$ cat src/rtl/iomem_button_events_pkg.sv
// Shared register map, event field layout and event packing helper for the
// iomem button event peripheral.
package iomem_button_events_pkg;

    localparam int NUM_BUTTONS = 8;

    localparam logic [7:0] REG_STATE  = 8'h00;
    localparam logic [7:0] REG_EVENT  = 8'h04;
    localparam logic [7:0] REG_STATUS = 8'h08;
    localparam logic [7:0] REG_IRQEN  = 8'h0C;

    localparam int EVT_VALID_BIT  = 31;
    localparam int EVT_PRESS_BIT  = 3;
    localparam int EVT_IDX_MSB    = 2;
    localparam int STATUS_OVF_BIT = 8;

    typedef struct packed {
        logic                 press;
        logic [EVT_IDX_MSB:0] idx;
    } event_t;

    // Builds the EVENT register image for a queued entry.
    function automatic logic [31:0] pack_event(input event_t e);
        logic [31:0] v;
        v                        = '0;
        v[EVT_VALID_BIT]         = 1'b1;
        v[EVT_PRESS_BIT]         = e.press;
        v[EVT_IDX_MSB:0]         = e.idx;
        return v;
    endfunction

endpackage

$ cat src/rtl/iomem_button_events_button_debounce.sv
// One button: 2-flop synchroniser into a stability counter that commits a
// level change after DEBOUNCE_CYCLES consecutive mismatching samples.
module button_debounce #(
    parameter int DEBOUNCE_CYCLES = 16000
) (
    input  logic clk,
    input  logic resetn,
    input  logic i_raw,
    output logic o_level,
    output logic o_toggle,
    output logic o_press
);

    localparam logic [15:0] CNT_LAST = 16'(DEBOUNCE_CYCLES - 1);

    logic        r_sync_meta;
    logic        r_sync;
    logic        r_state;
    logic [15:0] r_cnt;

    logic w_mismatch;
    logic w_expire;

    assign w_mismatch = r_sync ^ r_state;
    assign w_expire   = w_mismatch && (r_cnt == CNT_LAST);

    // r_state holds the raw pad polarity (1 = released) so reset means released.
    always_ff @(posedge clk or negedge resetn) begin
        if (!resetn) begin
            r_sync_meta <= 1'b1;
            r_sync      <= 1'b1;
            r_state     <= 1'b1;
            r_cnt       <= '0;
        end else begin
            r_sync_meta <= i_raw;
            r_sync      <= r_sync_meta;
            if (!w_mismatch) begin
                r_cnt <= '0;
            end else if (w_expire) begin
                r_cnt   <= '0;
                r_state <= r_sync;
            end else begin
                r_cnt <= r_cnt + 16'd1;
            end
        end
    end

    // Toggle fires in the cycle before the flip so the top can latch the
    // pending flag on the same edge the debounced level changes.
    assign o_level  = ~r_state;
    assign o_toggle = w_expire;
    assign o_press  = ~r_sync;

endmodule

$ cat src/rtl/iomem_button_events.sv
// PicoSoC iomem button peripheral: per-button debounce, press/release event
// FIFO popped by EVENT reads, status/overflow, and a registered level IRQ.
module iomem_button_events
    import iomem_button_events_pkg::*;
#(
    parameter int         DEBOUNCE_CYCLES = 16000,
    parameter int         FIFO_DEPTH      = 8,
    parameter logic [7:0] PAGE            = 8'h05
) (
    input  logic        clk,
    input  logic        resetn,
    input  logic [7:0]  buttons_in,
    input  logic        iomem_valid,
    output logic        iomem_ready,
    input  logic [3:0]  iomem_wstrb,
    input  logic [31:0] iomem_addr,
    input  logic [31:0] iomem_wdata,
    output logic [31:0] iomem_rdata,
    output logic        irq
);

    localparam int          AW        = $clog2(FIFO_DEPTH);
    localparam logic [AW:0] DEPTH_CNT = (AW + 1)'(FIFO_DEPTH);

    logic [NUM_BUTTONS-1:0] w_level;
    logic [NUM_BUTTONS-1:0] w_toggle;
    logic [NUM_BUTTONS-1:0] w_press;

    genvar g;
    generate
        for (g = 0; g < NUM_BUTTONS; g++) begin : g_btn
            button_debounce #(
                .DEBOUNCE_CYCLES(DEBOUNCE_CYCLES)
            ) u_debounce (
                .clk     (clk),
                .resetn  (resetn),
                .i_raw   (buttons_in[g]),
                .o_level (w_level[g]),
                .o_toggle(w_toggle[g]),
                .o_press (w_press[g])
            );
        end
    endgenerate

    logic [NUM_BUTTONS-1:0] r_pend;
    logic [NUM_BUTTONS-1:0] r_pend_press;
    event_t                 r_fifo [FIFO_DEPTH];
    logic [AW-1:0]          r_head;
    logic [AW-1:0]          r_tail;
    logic [AW:0]            r_count;
    logic                   r_ovf;
    logic                   r_irq_en;
    logic                   r_irq;
    logic                   r_ready;
    logic                   r_ack_seen;
    logic [31:0]            r_rdata;

    logic                 w_pend_any;
    logic [EVT_IDX_MSB:0] w_pick;
    event_t               w_evt;
    logic                 w_in_page;
    logic                 w_sel;
    logic                 w_is_read;
    logic [7:0]           w_offset;
    logic                 w_pop;
    logic                 w_full;
    logic                 w_push;
    logic                 w_drop;
    logic                 w_ovf_clr;
    logic [31:0]          w_rd;

    // Lowest-index pending button wins; scanning downward leaves it last.
    always_comb begin
        w_pick     = '0;
        w_pend_any = |r_pend;
        for (int i = NUM_BUTTONS - 1; i >= 0; i--) begin
            if (r_pend[i]) begin
                w_pick = 3'(i);
            end
        end
        w_evt.press = r_pend_press[w_pick];
        w_evt.idx   = w_pick;
    end

    // r_ack_seen holds off a second acknowledge until valid drops, so a
    // request held high is served (and pops) exactly once.
    assign w_in_page = (iomem_addr[31:24] == PAGE);
    assign w_sel     = iomem_valid && w_in_page && !r_ready && !r_ack_seen;
    assign w_is_read = (iomem_wstrb == 4'b0000);
    assign w_offset  = iomem_addr[7:0];
    assign w_pop     = w_sel && w_is_read && (w_offset == REG_EVENT) && (r_count != '0);
    assign w_full    = (r_count == DEPTH_CNT);
    assign w_push    = w_pend_any && (!w_full || w_pop);
    assign w_drop    = w_pend_any && w_full && !w_pop;
    assign w_ovf_clr = w_sel && (w_offset == REG_STATUS) && iomem_wstrb[1]
                       && iomem_wdata[STATUS_OVF_BIT];

    always_comb begin
        w_rd = '0;
        case (w_offset)
            REG_STATE:  w_rd[NUM_BUTTONS-1:0] = w_level;
            REG_EVENT:  if (r_count != '0) w_rd = pack_event(r_fifo[r_head]);
            REG_STATUS: begin
                w_rd[4:0]            = 5'(r_count);
                w_rd[STATUS_OVF_BIT] = r_ovf;
            end
            REG_IRQEN:  w_rd[0] = r_irq_en;
            default:    w_rd = '0;
        endcase
    end

    always_ff @(posedge clk or negedge resetn) begin
        if (!resetn) begin
            r_pend       <= '0;
            r_pend_press <= '0;
        end else begin
            for (int i = 0; i < NUM_BUTTONS; i++) begin
                if (w_toggle[i]) begin
                    r_pend[i]       <= 1'b1;
                    r_pend_press[i] <= w_press[i];
                end else if (w_pend_any && (w_pick == 3'(i))) begin
                    r_pend[i] <= 1'b0;
                end
            end
        end
    end

    always_ff @(posedge clk or negedge resetn) begin
        if (!resetn) begin
            for (int i = 0; i < FIFO_DEPTH; i++) begin
                r_fifo[i] <= '0;
            end
            r_head  <= '0;
            r_tail  <= '0;
            r_count <= '0;
        end else begin
            if (w_push) begin
                r_fifo[r_tail] <= w_evt;
                r_tail         <= r_tail + AW'(1);
            end
            if (w_pop) begin
                r_head <= r_head + AW'(1);
            end
            case ({w_push, w_pop})
                2'b10:   r_count <= r_count + (AW + 1)'(1);
                2'b01:   r_count <= r_count - (AW + 1)'(1);
                default: r_count <= r_count;
            endcase
        end
    end

    always_ff @(posedge clk or negedge resetn) begin
        if (!resetn) begin
            r_ovf      <= 1'b0;
            r_irq_en   <= 1'b0;
            r_irq      <= 1'b0;
            r_ready    <= 1'b0;
            r_ack_seen <= 1'b0;
            r_rdata    <= '0;
        end else begin
            if (w_drop) begin
                r_ovf <= 1'b1;
            end else if (w_ovf_clr) begin
                r_ovf <= 1'b0;
            end
            if (w_sel && (w_offset == REG_IRQEN) && iomem_wstrb[0]) begin
                r_irq_en <= iomem_wdata[0];
            end
            r_irq      <= r_irq_en && (r_count != '0);
            r_ready    <= w_sel;
            r_ack_seen <= iomem_valid && (r_ack_seen || w_sel);
            r_rdata    <= (w_sel && w_is_read) ? w_rd : 32'h0;
        end
    end

    assign iomem_ready = r_ready;
    assign iomem_rdata = r_rdata;
    assign irq         = r_irq;

endmodule
$ cat config.mk
export PLATFORM = sky130hd
export DESIGN_NAME = iomem_button_events
export DESIGN_NICKNAME = d
export VERILOG_FILES = /design/src/rtl/iomem_button_events_pkg.sv /design/src/rtl/iomem_button_events_button_debounce.sv /design/src/rtl/iomem_button_events.sv
export SDC_FILE = /design/constraint.sdc
export NUM_CORES = 1
export LEC_CHECK = 0
export ABC_AREA = 1
export ABC_CLOCK_PERIOD_IN_PS = 3100
export BUFFER_PORTS_ARGS = -buffer_cell sky130_fd_sc_hd__buf_2
export CAP_MARGIN = 10
export CORE_MARGIN = 5
export CORE_UTILIZATION = 30
export DETAILED_ROUTE_END_ITERATION = 8
export HOLD_SLACK_MARGIN = 0.15
export SETUP_SLACK_MARGIN = 0.4
export SYNTH_ARGS = -nofsm -noshare
export SYNTH_HDL_FRONTEND = slang
export SYNTH_SLANG_ARGS = --single-unit
$ cat constraint.sdc
create_clock -name clk -period 3.1 [get_ports clk]
set_input_delay 0.62 -clock clk [delete_from_list [all_inputs] [get_ports clk]]
set_output_delay 0.62 -clock clk [all_outputs]
set_load 0.02 [all_outputs]
# Word-level counts from Yosys, hierarchy flattened
# Cells that the tools add are included.
# totals
reg_bits	247
input_bits	79
output_inout_bits	34
elab_cells	257
# classes
add_sub_neg	12
order_cmp	4
eq_ne	22
muxes	58
bitwise	26
n_reduce_logical	62
# op_table
cell	n
2-to-1 mux 16 bit	16
adder 16 x 1 -> 16 bit (second input constant)	8
equality test 16 x 14 -> 1 bit (second input constant)	8
2-to-1 mux 32 bit	2
logical AND 1 bit	33
bitwise mux 32 bit	1
2-to-1 mux 3 bit	8
2-to-1 mux 23 bit	1
nonzero test 2 bit	10
2-to-1 mux 1 bit	19
equality test 8 x 3 -> 1 bit (second input constant)	2
equality test 8 x 4 -> 1 bit (second input constant)	2
NOT 1 bit	16
AND reduction 2 bit	8
binary-select mux 4 bit (select 3 bit)	1
demux 4 bit (select 3 bit)	1
equality test 3 bit (second input constant)	4
2-to-1 mux 4 bit	3
case mux 4 bit (3 select lines)	1
>= comparator 4 bit (second input constant)	2
logical NOT 8 bit	1
NOT 3 -> 4 bit	2
case mux 4 bit (2 select lines)	1
OR reduction 8 bit	1
other kinds (20)	33

# Longest topological paths before layout
# logic_depth
word_depth	12
mapped_depth	17

# Modules after synthesis
# A second synthesis with hierarchy kept.
# hier_totals
hier_cells	1574
area_unflattened_um2	12746.0
# modules_own_cells
module	n_inst	cells_each	area_each_um2	seq_area_each_um2
button_debounce	8	142	1116.1	479.2
iomem_button_events	1	438	3817.4	1826.8

# Least setup slack after synthesis
# No wires, ideal clock.
# synth_path
path_type	input-to-reg
startpoint	input port iomem_addr[1]
endpoint	register r_count[2]
setup_time_ps	129
arrival_time_ps	2657
t_required_ps	2971
setup_slack_ps	313
path_stages	14
path_buffers	1
path_cell_list	or2_4 -> nor2_4 -> inv_2 -> nor3_4 -> nand3_4 -> nand2_4 -> nand2_4 -> buf_12 -> ha_1 -> xor2_1 -> ha_1 -> a21oi_1 -> xor2_1 -> o21ai_0
# synth_between
elab_chain_cells	7
word_cells_on_any_way	9
classes_between	3 x eq/ne; 1 x mux; 5 x reduce/logical
# synth_rtl
element	line	text
from (decl)	iomem_button_events.sv:16	input logic [31:0] iomem_addr,
equality test 8 x 3 -> 1 bit (*)	iomem_button_events.sv:91	assign w_pop = w_sel && w_is_read && (w_offset == REG_EVENT) && (r_count != '0);
logical AND 1 bit (*) (2 in a row)	iomem_button_events.sv:91	
logical OR 1 bit	iomem_button_events.sv:93	assign w_push = w_pend_any && (!w_full || w_pop);
logical AND 1 bit	iomem_button_events.sv:93	
equality test 2 x 1 -> 1 bit or equality test 2 bit (tied branches)	iomem_button_events.sv:144	case ({w_push, w_pop})
case mux 4 bit (2 select lines) or nonzero test 2 bit (tied branches)	--	
to (signal assigned)	iomem_button_events.sv:145	2'b10: r_count <= r_count + (AW + 1)'(1);
to (signal assigned)	iomem_button_events.sv:146	2'b01: r_count <= r_count - (AW + 1)'(1);
to (signal assigned)	iomem_button_events.sv:147	default: r_count <= r_count;
to (decl)	iomem_button_events.sv:50	logic [AW:0] r_count;
# Every way passes the cells marked *; elsewhere a longest branch is shown, timed or not.
# A chain may end at the register's enable or synchronous reset.

# Worst setup path after layout
# layout_path
startpoint	register r_count[2]
endpoint	register r_count[3]
# layout_between
elab_chain_cells	6
word_cells_on_any_way	12
classes_between	2 x add/sub; 3 x eq/ne; 1 x mux; 6 x reduce/logical
# layout_rtl
element	line
equality test 4 bit or nonzero test 4 bit (tied branches)	iomem_button_events.sv:92, iomem_button_events.sv:91
logical NOT 1 bit or logical AND 1 bit (tied branches)	iomem_button_events.sv:93, iomem_button_events.sv:91
logical OR 1 bit	iomem_button_events.sv:93
logical AND 1 bit	iomem_button_events.sv:93
equality test 2 x 1 -> 1 bit or equality test 2 bit (tied branches)	iomem_button_events.sv:144
case mux 4 bit (2 select lines) or nonzero test 2 bit (tied branches)	--
# Parallel ways exist; a longest one is shown, timed or not.

==> results.cfg <==
[clocking]
clkLatencyLatePin_ns = 0.53
postCtsSetupRepairBufs = 0
clock-sinks = 225
clkSlewWorstSetupHoldPaths_ns = 0.06
clk_path_buf_depth = 3
cts_tree = yes
cts-root-buf = clkbuf_16
h-tree-depth = 1
cts_inserted_buffers = 26

[placement]
globalplace.congestion = 0.834
hpwlAfterDp_um = 16700
numPortBuffers = 44

[grt]
grt_pass1_vias = 8124
gr-total-overflow = 0
grt_use_total = 0.111
met2_usage = 0.183
grt_max_degree = 82
globalRouteMet3Util = 0.0175
grt_first_pass_wirelength_um = 39200
grt_most_used_layer = met2
antenna_found_initial = 0
use_met1 = 0.155

[power]
leakagePower_nw = 6.34
total_power_w = 0.00651
irDropWorstVdd_v = 0.000340
power_density_nw_per_um2 = 507

[detailed_routing]
wl_per_cell_um = 12.2
via_count = 8551
route.detailed.drc = 0
viasPerCell = 4.51
antenna_left = 0
dr.pass1.iters = 5
wirelength_um = 23100
first_iter_violations = 539

[final_layout]
fin_nets = 1499
final_util = 0.351
syn_to_final_growth_pct = 15.7
final_common_cell = nand2_1
final_cell_mix = 306 x nand2_1, 201 x dfrtp_1, 185 x inv_1
num_antenna_cells = 0
nFillCells = 3750
final-seq-area_um2 = 5660
drive_above_1_share = 0.118
multiInputGateArea_um2 = 4580

[timing]
setup_violations = 0
slew-limit-headroom = 0.575
worst_pin_slew_ns = 0.638
period_minus_slack_ns = 2.45
min_period_over_period = 0.791
tns_ns = 0
fin_skew_ns = 0.0163
rsz0062_at_grt = no
max_freq_mhz = 408
hold_viol = 0
slew_violations = 0

[die]
die_w_um = 202
core_um2 = 36600
start_util = 0.303
dieArea_um2 = 40900
die-height_um = 202
io_pins = 113
rows = 70

[synth]
synth_mux_area_frac = 0.00101
synthArstFlopShare = 1.00
ys_warn_count = 0
synth_fa_ha_area_frac = 0.0147
ys_seq_area_frac = 0.510
synth-seq-cells = 225
dominantRegCellSynth = dfrtp_1
synth_cells = 1334
synth_compound_area_frac = 0.0709
synth_top_area_share = 0.453
synth_cell_types = 49
synth_edf_count = 0
yosys.area_share.simple = 0.277
synth_largest_area_cell = dfrtp_1
synth_area_leaders = dfrtp_1 45%, nand2_1 10%, inv_1 6.3%
synth_top_family_by_area = simple AND/OR/NAND/NOR gates
syn_avg_cell_area_um2 = 8.32
synth_area_um2 = 11100
synth_xor_xnor_area_share = 0.0395

[status]
status = finished clean

[setup_path]
cp_slowest_cell = dfrtp_1
worst_setup_path_end_kind = flip-flop
path_buf_inv = 0
startpoint_type = flip-flop
critical_path_class = flip-flop to flip-flop
reg2regPathDepth = 14
critical_path.top_delay_family = simple AND/OR/NAND/NOR gates
crit_arrival_ns = 2.90
reg2reg_from = r_count[2]$_DFFE_PN0P_
cp_cell_sequence = nor3_1 > nand2_1 > nand2_1 > nor3_4 > nand3_4 > nand2_4 > nand2_4 > ha_4 > xor2_1 > nand3_1 > o21ai_0 > a21oi_1 > o21ai_1 > xor2_1
rrSetupSlack_ns = 0.65
cp_slowest_stage_delay_ns = 0.45
critical_path.max_fanout = 5
cp.required_ns = 3.55
rr_endpoint = r_count[3]$_DFFE_PN0P_

[worst_hold_path]
hold_path_class = primary input to flip-flop
hold_path_end = g_btn[7].u_debounce.r_sync_meta$_DFF_PN1_
min_from = buttons_in[7]
whs_path_depth = 1

[job]
drv_cap = 0
[routing by layer]
layer / routed length [µm] / vias to the layer above / share of wire
met4: 508 / 0 / 0.022
met1: 11100 / 4037 / 0.48
met2: 10600 / 129 / 0.46
met3: 862 / 30 / 0.037
li1: - / 4355 / -
met5: 0 / - / 0
[power by group]
group / internal [W] / total, W / switching (W)
logic: 0.0000605 / 0.000222 / 0.000161
registers: 0.00298 / 0.00301 / 0.0000238
clock network: 0.00206 / 0.00328 / 0.00122
[cell families after synthesis]
kind of cell / count (synthesis)
buffers and inverters: 225
other: 1
AOI/OAI and AO/OA: 144
DFF: 225
adders and majority gates: 13
xor gates and xnor gates: 50
muxes: 1
and+or+nand+nor: 675
[per-stage QoR]
step                worst slack [ns]  instances  instance area [µm²]  hold slack, ns
floorplan                      0.405       1355                11200           0.324
global placement               0.220       1846                11900           0.346
detailed placement             0.155       1846                11900           0.347
CTS                            0.620       1895                12800           0.174
global route                   0.424       1895                12800           0.178
finish                         0.647       1895                12800           0.197
[flip-flops by register name, indices dropped and copies added, names as in the netlist]
signal	count
g_btn.u_debounce.r_cnt	128
r_ack_seen	1
r_fifo	32
r_tail	3
irq	1
iomem_rdata	10
r_irq_en	1
r_pend_press	8
r_pend	8
r_head	3
g_btn.u_debounce.r_state	8
g_btn.u_debounce.r_sync_meta	8
g_btn.u_debounce.r_sync	8
iomem_ready	1
r_ovf	1
r_count	4
[final cells by class]
class | count | share of cell area
well taps | 468 | 0.0456
repair buffers | 55 | 0.0265
clock inverters | 12 | 0.0133
inverters | 194 | 0.0571
multi-input cells | 905 | 0.357
flip-flops and latches | 225 | 0.441
clock buffers | 36 | 0.0599
[worst register-to-register path: cells and delay by family (launching register included)]
kind                     cells  cell delay, ns
flip-flops                   1            0.45
AO/OA/AOI/OAI                3            0.31
AND/OR/NAND/NOR              8            1.03
XOR/XNOR                     2            0.41
adder cells (fa/ha/maj)      1            0.19
[repair_timing]
item | in CTS | in global routing
hold buffers | 1 | 0
resized for setup | 0 | 1
hold endpoints to repair | 73 | 0
setup endpoints to repair | 0 | 1
[worst max-delay path by stage]
stage	startpoint	end	slack [ns]	cells after the start
after global routing	r_count[2]$_DFFE_PN0P_	r_count[3]$_DFFE_PN0P_	0.42	14
after global placement	iomem_addr[1]	r_count[3]$_DFFE_PN0P_	0.22	15
after floorplan	iomem_addr[1]	r_count[2]$_DFFE_PN0P_	0.40	14
final	r_count[2]$_DFFE_PN0P_	r_count[3]$_DFFE_PN0P_	0.65	14
after CTS	r_pend[4]$_DFFE_PN0P_	r_count[3]$_DFFE_PN0P_	0.62	12
after detailed placement	iomem_addr[1]	r_count[3]$_DFFE_PN0P_	0.16	15
[Yosys cell counts, types with 4 or more instances]
cell and number:
clkbuf_1 4, nand2_1 306, dfrtp_1 201, nor3b_1 8
nand3_1 77, clkinv_1 4, buf_4 22, o32ai_1 8
inv_1 185, nor4_1 7, xor2_1 37, nand4_2 8
nor2_1 171, ha_1 13, a21oi_1 58, dfstp_2 24
nor3_1 56, or2_2 6, inv_2 4, nor2_8 6
o21ai_0 64, nand4_1 13, xnor2_1 13
Note: power is estimated with default switching activity, not from simulation.
